===== config.mk =====
export PLATFORM = sky130hd
export DESIGN_NAME = mt9v034_stereo_unpacker
export DESIGN_NICKNAME = d
export VERILOG_FILES = /design/src/rtl/mt9v034_stereo_unpacker.sv
export SDC_FILE = /design/constraint.sdc
export NUM_CORES = 1
export LEC_CHECK = 0
export CORE_ASPECT_RATIO = 1.25
export CORE_MARGIN = 2
export CORE_UTILIZATION = 33
export CTS_CLUSTER_DIAMETER = 150
export DETAILED_ROUTE_END_ITERATION = 10
export PLACE_DENSITY_LB_ADDON = 0.12
export SETUP_SLACK_MARGIN = 0.2
export SYNTH_ARGS = -nofsm -noshare
export SYNTH_HDL_FRONTEND = slang
export SYNTH_SLANG_ARGS = --single-unit
export TNS_END_PERCENT = 10

===== constraint.sdc =====
create_clock -name aclk -period 2.7 [get_ports aclk]
set_input_delay 0.405 -clock aclk [delete_from_list [all_inputs] [get_ports aclk]]
set_output_delay 0.405 -clock aclk [all_outputs]
set_load 0.02 [all_outputs]

===== src/rtl/mt9v034_stereo_unpacker.sv =====
// Unpacks MT9V034 stereo words from the LVDS receiver into an AXI4-Stream of 16-bit pixel pairs.
// Stage 1 registers and classifies each word; stage 2 runs the frame/line FSM and feeds a small FWFT FIFO.
module mt9v034_stereo_unpacker #(
  parameter logic [7:0] FS_CODE    = 8'hFF,
  parameter logic [7:0] LS_CODE    = 8'hFE,
  parameter logic [7:0] LE_CODE    = 8'hFD,
  parameter logic [7:0] FE_CODE    = 8'hFC,
  parameter int         FIFO_DEPTH = 4
) (
  input  logic        aclk,
  input  logic        aresetn,
  input  logic [17:0] rx_data,
  input  logic        rx_data_rdy,
  input  logic        rx_data_locked,
  output logic [15:0] m_axis_tdata,
  output logic        m_axis_tvalid,
  input  logic        m_axis_tready,
  output logic        m_axis_tuser,
  output logic        m_axis_tlast,
  output logic        in_frame,
  output logic [15:0] frame_count,
  output logic [15:0] line_length,
  output logic        err_framing,
  output logic        err_sync,
  output logic        err_overflow,
  input  logic        err_clear
);

  localparam int AW = $clog2(FIFO_DEPTH);

  typedef enum logic [2:0] {IDLE, WAIT_FS, FRAME, LINE, DROP} state_t;
  typedef enum logic [2:0] {K_PIX, K_FS, K_LS, K_LE, K_FE} kind_t;

  function automatic kind_t classify(input logic [7:0] m, input logic [7:0] s);
    kind_t k;
    k = K_PIX;
    if (m == s) begin
      if (m == FS_CODE)      k = K_FS;
      else if (m == LS_CODE) k = K_LS;
      else if (m == LE_CODE) k = K_LE;
      else if (m == FE_CODE) k = K_FE;
    end
    return k;
  endfunction

  logic        s1_valid;
  logic        s1_bad;
  kind_t       s1_kind;
  logic [15:0] s1_pix;

  always_ff @(posedge aclk or negedge aresetn) begin
    if (!aresetn) begin
      s1_valid <= 1'b0;
      s1_bad   <= 1'b0;
      s1_kind  <= K_PIX;
      s1_pix   <= '0;
    end else begin
      s1_valid <= rx_data_rdy;
      if (rx_data_rdy) begin
        s1_bad  <= !rx_data[17] || rx_data[0];
        s1_pix  <= rx_data[16:1];
        s1_kind <= classify(rx_data[16:9], rx_data[8:1]);
      end
    end
  end

  state_t      state;
  logic        pend_valid;
  logic [15:0] pend_data;
  logic        pend_user;
  logic        sof_armed;
  logic [15:0] pix_count;
  logic        push_req;
  logic        push_soft;
  logic        push_last;
  logic        push_user;
  logic [15:0] push_data;

  logic [17:0] mem [FIFO_DEPTH];
  logic [AW:0] wr_ptr;
  logic [AW:0] rd_ptr;
  logic        fifo_empty;
  logic        fifo_full;
  logic        pop;
  logic        push_ok;
  logic        overflow;
  logic        word_ok;
  logic        lock_lost;

  assign fifo_empty = (wr_ptr == rd_ptr);
  assign fifo_full  = (wr_ptr[AW] != rd_ptr[AW]) && (wr_ptr[AW-1:0] == rd_ptr[AW-1:0]);
  assign pop        = !fifo_empty && m_axis_tready;
  assign push_ok    = push_req && (!fifo_full || pop);
  assign overflow   = push_req && !push_soft && fifo_full && !pop;
  assign word_ok    = s1_valid && !s1_bad;
  assign lock_lost  = !rx_data_locked && (state != IDLE);

  // The pending pixel waits here until the next word tells us whether it ends the line.
  always_ff @(posedge aclk or negedge aresetn) begin
    if (!aresetn) begin
      state       <= IDLE;
      pend_valid  <= 1'b0;
      pend_data   <= '0;
      pend_user   <= 1'b0;
      sof_armed   <= 1'b0;
      pix_count   <= '0;
      line_length <= '0;
      frame_count <= '0;
      in_frame    <= 1'b0;
      err_sync    <= 1'b0;
      err_framing <= 1'b0;
      push_req    <= 1'b0;
      push_soft   <= 1'b0;
      push_last   <= 1'b0;
      push_user   <= 1'b0;
      push_data   <= '0;
    end else begin
      push_req  <= 1'b0;
      push_soft <= 1'b0;
      push_last <= 1'b0;
      push_data <= pend_data;
      push_user <= pend_user;
      if (err_clear) begin
        err_sync    <= 1'b0;
        err_framing <= 1'b0;
      end
      if (s1_valid && s1_bad) err_framing <= 1'b1;

      if (lock_lost) begin
        state      <= IDLE;
        in_frame   <= 1'b0;
        pend_valid <= 1'b0;
        sof_armed  <= 1'b0;
        push_req   <= pend_valid;
        push_soft  <= 1'b1;
        push_last  <= 1'b1;
        if (state == LINE || state == FRAME) err_sync <= 1'b1;
      end else if (overflow) begin
        state      <= DROP;
        in_frame   <= 1'b0;
        pend_valid <= 1'b0;
      end else begin
        case (state)
          IDLE: if (rx_data_locked) state <= WAIT_FS;
          WAIT_FS, DROP: begin
            if (word_ok && s1_kind == K_FS) begin
              state     <= FRAME;
              in_frame  <= 1'b1;
              sof_armed <= 1'b1;
            end
          end
          FRAME: begin
            if (word_ok) begin
              case (s1_kind)
                K_FS: begin
                  err_sync  <= 1'b1;
                  sof_armed <= 1'b1;
                end
                K_LS: begin
                  state     <= LINE;
                  pix_count <= '0;
                end
                K_FE: begin
                  state       <= WAIT_FS;
                  in_frame    <= 1'b0;
                  frame_count <= frame_count + 16'd1;
                end
                default: err_sync <= 1'b1;
              endcase
            end
          end
          LINE: begin
            if (word_ok && s1_kind == K_PIX) begin
              push_req   <= pend_valid;
              pend_valid <= 1'b1;
              pend_data  <= s1_pix;
              pend_user  <= sof_armed;
              sof_armed  <= 1'b0;
              if (pix_count != 16'hFFFF) pix_count <= pix_count + 16'd1;
            end else if (word_ok) begin
              // Any code closes the line; only LE is a clean close.
              push_req   <= pend_valid;
              push_last  <= 1'b1;
              pend_valid <= 1'b0;
              state      <= FRAME;
              case (s1_kind)
                K_LE: line_length <= pix_count;
                K_FS: begin
                  err_sync  <= 1'b1;
                  sof_armed <= 1'b1;
                end
                K_LS: begin
                  err_sync  <= 1'b1;
                  state     <= LINE;
                  pix_count <= '0;
                end
                default: begin
                  err_sync    <= 1'b1;
                  state       <= WAIT_FS;
                  in_frame    <= 1'b0;
                  frame_count <= frame_count + 16'd1;
                end
              endcase
            end
          end
          default: state <= IDLE;
        endcase
      end
    end
  end

  // First-word-fall-through FIFO; a soft push (lock-loss flush) is silently lost when full.
  always_ff @(posedge aclk or negedge aresetn) begin
    if (!aresetn) begin
      wr_ptr       <= '0;
      rd_ptr       <= '0;
      err_overflow <= 1'b0;
      for (int i = 0; i < FIFO_DEPTH; i++) mem[i] <= '0;
    end else begin
      if (push_ok) begin
        mem[wr_ptr[AW-1:0]] <= {push_user, push_last, push_data};
        wr_ptr              <= wr_ptr + {{AW{1'b0}}, 1'b1};
      end
      if (pop) rd_ptr <= rd_ptr + {{AW{1'b0}}, 1'b1};
      if (err_clear) err_overflow <= 1'b0;
      if (overflow)  err_overflow <= 1'b1;
    end
  end

  assign {m_axis_tuser, m_axis_tlast, m_axis_tdata} = mem[rd_ptr[AW-1:0]];
  assign m_axis_tvalid = !fifo_empty;

endmodule

==> impl_metrics.ini, run 1 <==
[run_status]
status = finished clean

[critical_path]
start_kind = register
path_cells = buf_12, mux4_2, clkdlybuf4s50_1
worst_ep_arrival_time_ns = 2.20
crit_type = reg -> out
rrSetupSlack_ns = 0.33
r2r-start = state[1]
cp_slowest_cell = mux4_2
required_ns = 2.30
worstPathMaxFanout = 18
worstReg2RegEnd = line_length[12]
worst_setup_path_end_kind = output pin
cpPeakStageDelay_ns = 0.55
r2r_cells = 5

[clocking]
clkLatencyLatePin_ns = 0.43
cts_root_buf = clkbuf_16
clkSlewWorstSetupHoldPaths_ns = 0.07
post-cts-setup-buffers = 0
cts_tree = done
htree_levels = 4
cts_buffers = 17
clock-sinks = 193
cts_buffer_depth = 2

[logic_synthesis]
yosysSeqAreaShare_pct = 57.0
synth_seq_cells = 193
synth_area_um2 = 8480
synth-edff-count = 0
syn-mean-instance-area_um2 = 13.7
yosys-top-cells-area = dfrtp_1 (57%), mux2_2 (15%), mux4_2 (4.8%)
ys.flop_type = dfrtp_1
synth_warnings = 0
postSynthCellCount = 620
yosysTopAreaCell = dfrtp_1
syn_nets = 651
yosysUniqueCellTypes = 69
async_reset_ff_share_pct = 100
yosysTopAreaCellShare_pct = 57.0

[pwr]
p_leak_nw = 4.73
power_frac_clock_pct = 31.0
p_comb_share_pct = 21.1
power_density_nw_per_um2 = 759
ir_drop_mv = 0.377
switching_share_pct = 30.4
intPower_mw = 5.48
power_switching_mw = 2.39
power_frac_seq_pct = 47.9

[final_layout]
layout-drive-gt1-share_pct = 29.1
antenna_cells = 0
nNetsFinal = 743
area_delta_synth_final_pct = 22.4

[floorplan]
std_cell_rows = 65
initial_core_util_pct = 33.6
die_w_um = 147
io_pins = 79
die_h_um = 183
die_area_um2 = 27000
core_um2 = 25200

[placed_design]
port_buffers = 78
gp_congestion = 0.773
dpl_worst_slack_ns = 0.163
dp_hpwl_um = 13400

[timing]
hold_viol = 0
post-route-period-util_pct = 96.4
max_freq_mhz = 384
setup_tns_ns = 0
rsz0062_at_grt = true
maxSlewViolCount = 0
worst-slew-pin-transition_ns = 0.809
maxSlewHeadroom_pct = 45.6
clock_skew_ns = 0.0135
layout_min_cycle_time_ns = 2.60
setup_viol = 0
worst_slack_ns = 0.0963

[route]
wire_per_inst_um = 17.9
drc = 0
ant_nets = 0
drtIter0Drc = 254
vias = 5271
wl_um = 18900
dr.pass1.iters = 4
routed_via_density = 4.97

[global_routing]
grt_pass1_wl_um = 31100
grt.total_usage_pct = 14.8
grt_max_degree = 69
antenna_found_initial = 0
grt_pass1_vias = 5495
overflow = 0

[job]
maxCapViolations = 0

[hold_path]
min_path_type = reg -> reg
min_from = pend_data[3]
holdPathStages = 0
hold_end = push_data[3]
-- repair_timing --
item | CTS | global route
endpoints found under the setup margin | 19 | 21
endpoints found under the hold margin | 4 | 0
hold buffers | 1 | 0
gates resized for setup | 2 | 2
-- per-stage QoR --
stage / hold WS [ns] / area, um^2 / total power [mW] / instances / util [%]
after global placement: 0.364 / 9790 / 5.47 / 1027 / 38.8
after floorplan: 0.109 / 8480 / 4.83 / 620 / -
after global routing: 0.390 / 10400 / 8.33 / 1060 / 41.2
after CTS: 0.382 / 10400 / 8.01 / 1060 / 41.1
after detailed placement: 0.371 / 9790 / 5.53 / 1027 / 38.8
final: 0.376 / 10400 / 7.87 / 1060 / 41.2
-- final cells by class --
type	count	area, um^2
multi-input cells	383	3420
inverters	16	60.1
flip-flops and latches	193	4830
well taps	335	419
fillers	2335	14800
clock inverters	13	119
clock buffers	19	453
repair buffers	101	1080
-- cell usage in the layout (no fill, tap or decap), types with 2 or more instances in the layout --
cell / count
clkbuf_16: 17
xnor2_1: 20
nand2_1: 27
and2_1: 4
inv_6: 3
inv_8: 4
nand3_1: 15
nand2b_1: 2
o21ai_0: 22
nor3_1: 11
o22ai_1: 3
o41ai_1: 4
mux2_4: 10
dfrtp_1: 192
a22o_1: 3
nor2_1: 25
nor4b_1: 2
and3_1: 3
clkbuf_8: 3
or2_2: 2
xor2_2: 2
ha_1: 7
clkdlybuf4s50_1: 74
a31oi_1: 6
inv_1: 16
nor4_1: 2
xor2_1: 10
or4_1: 4
nand4_1: 15
mux2_2: 113
dlymetal6s2s_1: 2
o31ai_1: 9
mux4_2: 18
a21oi_1: 8
nor3b_1: 2
buf_12: 9
buf_4: 13
or2b_2: 2
nor2b_1: 2
clkinv_4: 4
-- cell usage after synthesis (all sizes together) (5+ instances only) --
cell type,instances
a21oi,8
a31oi,6
buf,17
clkbuf,11
dfrtp,193
ha,7
inv,16
mux2,123
mux4,18
nand2,27
nand3,16
nand4,16
nor2,26
nor3,13
o21ai,22
o31ai,9
or4,5
xnor2,20
xor2,12
-- power by group through the flow --
| stage | Clock, mW | Sequential, mW | Combinational [mW] |
|---|---|---|---|
| CTS | 2.52 | 3.78 | 1.70 |
| detailed placement | 0 | 3.84 | 1.69 |
| finish | 2.44 | 3.77 | 1.66 |
| floorplan | 0 | 3.69 | 1.15 |
| global route | 2.66 | 3.85 | 1.82 |
| global placement | 0 | 3.80 | 1.67 |
-- worst max-delay path by stage --
| stage | from | to | slack (ns) | cells after the start |
|---|---|---|---|---|
| global placement | m_axis_tready | frame_count[15] | 0.17 | 7 |
| finish | rd_ptr[0] | m_axis_tuser | 0.1 | 3 |
| floorplan | rd_ptr[0] | m_axis_tdata[10] | 0.39 | 3 |
| detailed placement | m_axis_tready | frame_count[8] | 0.16 | 7 |
| CTS | rd_ptr[0] | m_axis_tdata[9] | 0.06 | 3 |
| global route | rd_ptr[0] | m_axis_tdata[10] | 0.02 | 3 |
-- cells by family (layout without fill, tap and decap cells) --
| family | Yosys count | in the layout | synth area share [%] |
|---|---|---|---|
| buf+inv | 44 | 149 | 2.70 |
| mux | 141 | 141 | 21.6 |
| fa+ha+maj | 7 | 7 | 1.03 |
| flops | 193 | 193 | 57.0 |
| xor+xnor | 32 | 32 | 3.48 |
| compound gates | 70 | 70 | 5.51 |
| simple gates | 133 | 133 | 8.72 |
-- state kept, by name, summed over array words and instances, names as in the netlist, 16 cells and up --
register     cells
line_length     16
mem             72
pend_data       16
pix_count       16
s1_pix          16
push_data       16
frame_count     16
-- critical path, delay by kind of cell, from the launching register on --
kind,cells,cell delay (ns)
mux,1,0.55
buf+inv,2,0.77
flops,1,0.44
-- routing by layer --
metal  track usage (%)  share of wire, %
met3              2.24               2.2
met4              5.50               2.3
met5                 0                 0
met1              18.1                43
met2              26.4                53
Power figures use the tool's default switching activity.
==> inputs of run 2 (changes only) <==
==> constraint.sdc (replaced) <==
create_clock -name aclk -period 2.7 [get_ports aclk]
set_input_delay 0.405 -clock aclk [delete_from_list [all_inputs] [get_ports aclk]]
set_output_delay 0.405 -clock aclk [all_outputs]
set_load 0.1 [all_outputs]
==> impl_metrics.ini, run 2 (synthesis gave the netlist of run 1 again) <==
[run_status]
status = finished clean

[critical_path]
path_cells = buf_6, mux4_2, buf_12
worst_setup_path_end_kind = output pin
start_kind = register
worstReg2RegEnd = line_length[8]
cp_slowest_cell = mux4_2
required_ns = 2.30
crit_type = reg -> out
worstPathMaxFanout = 20
cp.depth = 3
cp-endpoint = m_axis_tdata[2]
cpPeakStageDelay_ns = 0.60
r2r-start = state[1]
path_delay_family = multiplexers
worst-path-buf-inv = 2
r2r_cells = 5
worst_ep_arrival_time_ns = 1.95
rrSetupSlack_ns = 0.39
cp-startpoint = rd_ptr[0]

[pwr]
power_frac_clock_pct = 29.9
switching_share_pct = 34.1
power_switching_mw = 2.92
p_leak_nw = 4.86
ir_drop_mv = 0.425
power_density_nw_per_um2 = 818
p_comb_share_pct = 26.3
intPower_mw = 5.66
power_frac_seq_pct = 43.7

[timing]
max_freq_mhz = 425
maxSlewViolCount = 0
rsz0062_at_grt = false
hold_viol = 0
setup_viol = 0
post-route-period-util_pct = 87.2
worst_slack_ns = 0.345
layout_min_cycle_time_ns = 2.36
worst-slew-pin-transition_ns = 0.732
maxSlewHeadroom_pct = 50.7
clock_skew_ns = 0.0131
setup_tns_ns = 0

[floorplan]
die_w_um = 147
die_area_um2 = 27000
std_cell_rows = 65
initial_core_util_pct = 33.6
io_pins = 79
die_h_um = 183
core_um2 = 25200

[hold_path]
holdPathStages = 0
min_path_type = reg -> reg
min_from = pend_data[7]

[final_layout]
layout-drive-gt1-share_pct = 36.5
area_delta_synth_final_pct = 23.8
final_util_pct = 41.6
mostFrequentLayoutCells = dfrtp_1 (193), mux2_2 (113), buf_4 (48)
largest-register = mem
final_cell_area_um2 = 10500
largest_reg_flops = 72
multiInputGateArea_um2 = 3420
antenna_cells = 0
nFillCells = 2376
final_common_cell = dfrtp_1
seqCellArea_um2 = 4830
nNetsFinal = 742

[placed_design]
dpl-instance-area_um2 = 9870
dp_hpwl_um = 13100
dpl_worst_slack_ns = 0.0750
gp_congestion = 0.810
port_buffers = 78

[route]
vias = 5247
dr.pass1.iters = 4
ant_nets = 0
wl_um = 18700
drtIter0Drc = 226
routed_via_density = 4.95
drc = 0
wire_per_inst_um = 17.6

[global_routing]
overflow = 0
grt_max_degree = 65
grt_pass1_vias = 5696
antenna_found_initial = 0
grt_pass1_wl_um = 31100
grt.total_usage_pct = 14.7

[clocking]
cts_tree = done
clock-sinks = 193
cts_root_buf = clkbuf_16
cts_buffer_depth = 2
htree_levels = 4
clkLatencyLatePin_ns = 0.43
cts_buffers = 17
post-cts-setup-buffers = 0
clkSlewWorstSetupHoldPaths_ns = 0.08

[job]
maxCapViolations = 0
[run 2: cell types whose count changed in the layout (fill, tap and decap cells not counted), sizes merged]
cell	delta
clkbuf	-2
clkinv	-1
dlygate4sd2	-1
buf	+54
dlymetal6s2s	-2
clkdlybuf4s50	-52
bufinv	+1
inv	+3
clkinvlp	-1
[run 2: area by class of cell]
cell class / count / area share (%)
sequential: 193 / 46.0
tap: 335 / 4.00
inverter: 16 / 0.572
clock inverter: 15 / 1.75
timing repair buffer: 100 / 11.0
clock buffer: 17 / 4.05
multi-input combinational: 383 / 32.6
[run 2: how the worst min path moves through the flow]
stage | to | slack (ns)
3_3_place_gp | push_data[1] | 0.36
2_1_floorplan | err_framing | 0.11
3_5_place_dp | push_data[1] | 0.36
4_1_cts | push_data[7] | 0.38
6_report | push_data[7] | 0.37
5_1_grt | push_data[7] | 0.38
[run 2: routing by layer]
layer	track usage, %	share of wire (%)	vias up
met5	0	0	-
met3	2.79	2.1	19
li1	-	-	2450
met4	5.00	2.0	0
met2	26.4	54	77
met1	17.7	42	2701
[run 2: per-stage QoR]
step | total power [mW] | std cells | hold WS, ns
detailed placement | 6.11 | 1026 | 0.364
global placement | 6.05 | 1026 | 0.362
finish | 8.58 | 1059 | 0.370
global route | 9.05 | 1059 | 0.381
floorplan | 5.29 | 620 | 0.109
CTS | 8.73 | 1059 | 0.377
[run 2: what timing repair did]
item,in CTS,in global routing
endpoints found under the hold margin,47,0
hold buffers,1,0
setup endpoints to repair,9,0
resized for setup,1,0
[run 2: worst register-to-register path, delay by kind of cell, from the launching register on]
kind,cells,cell delay [ns]
buffers and inverters,1,0.19
AND/OR/NAND/NOR,3,1.20
flip-flops,1,0.50
multiplexers,1,0.31
[run 2: power groups by stage]
stage / combinational, mW / clock (mW) / sequential (mW)
6_report: 2.26 / 2.57 / 3.75
5_1_grt: 2.43 / 2.79 / 3.83
4_1_cts: 2.31 / 2.66 / 3.76
3_5_place_dp: 2.29 / 0 / 3.82
3_3_place_gp: 2.27 / 0 / 3.79
2_1_floorplan: 1.52 / 0 / 3.78
==> inputs of run 3 (changes only) <==
--- a/config.mk
+++ b/config.mk
@@ -5,10 +5,12 @@
 export SDC_FILE = /design/constraint.sdc
 export NUM_CORES = 1
 export LEC_CHECK = 0
+export CAP_MARGIN = 25
 export CORE_ASPECT_RATIO = 1.25
 export CORE_MARGIN = 2
 export CORE_UTILIZATION = 33
-export CTS_CLUSTER_DIAMETER = 150
+export CTS_BUF_LIST = sky130_fd_sc_hd__clkbuf_16
+export CTS_CLUSTER_DIAMETER = 30
 export DETAILED_ROUTE_END_ITERATION = 10
 export PLACE_DENSITY_LB_ADDON = 0.12
 export SETUP_SLACK_MARGIN = 0.2
==> results of run 3 <==
The final DEF is identical to that of run 2; final timing and power are the same.
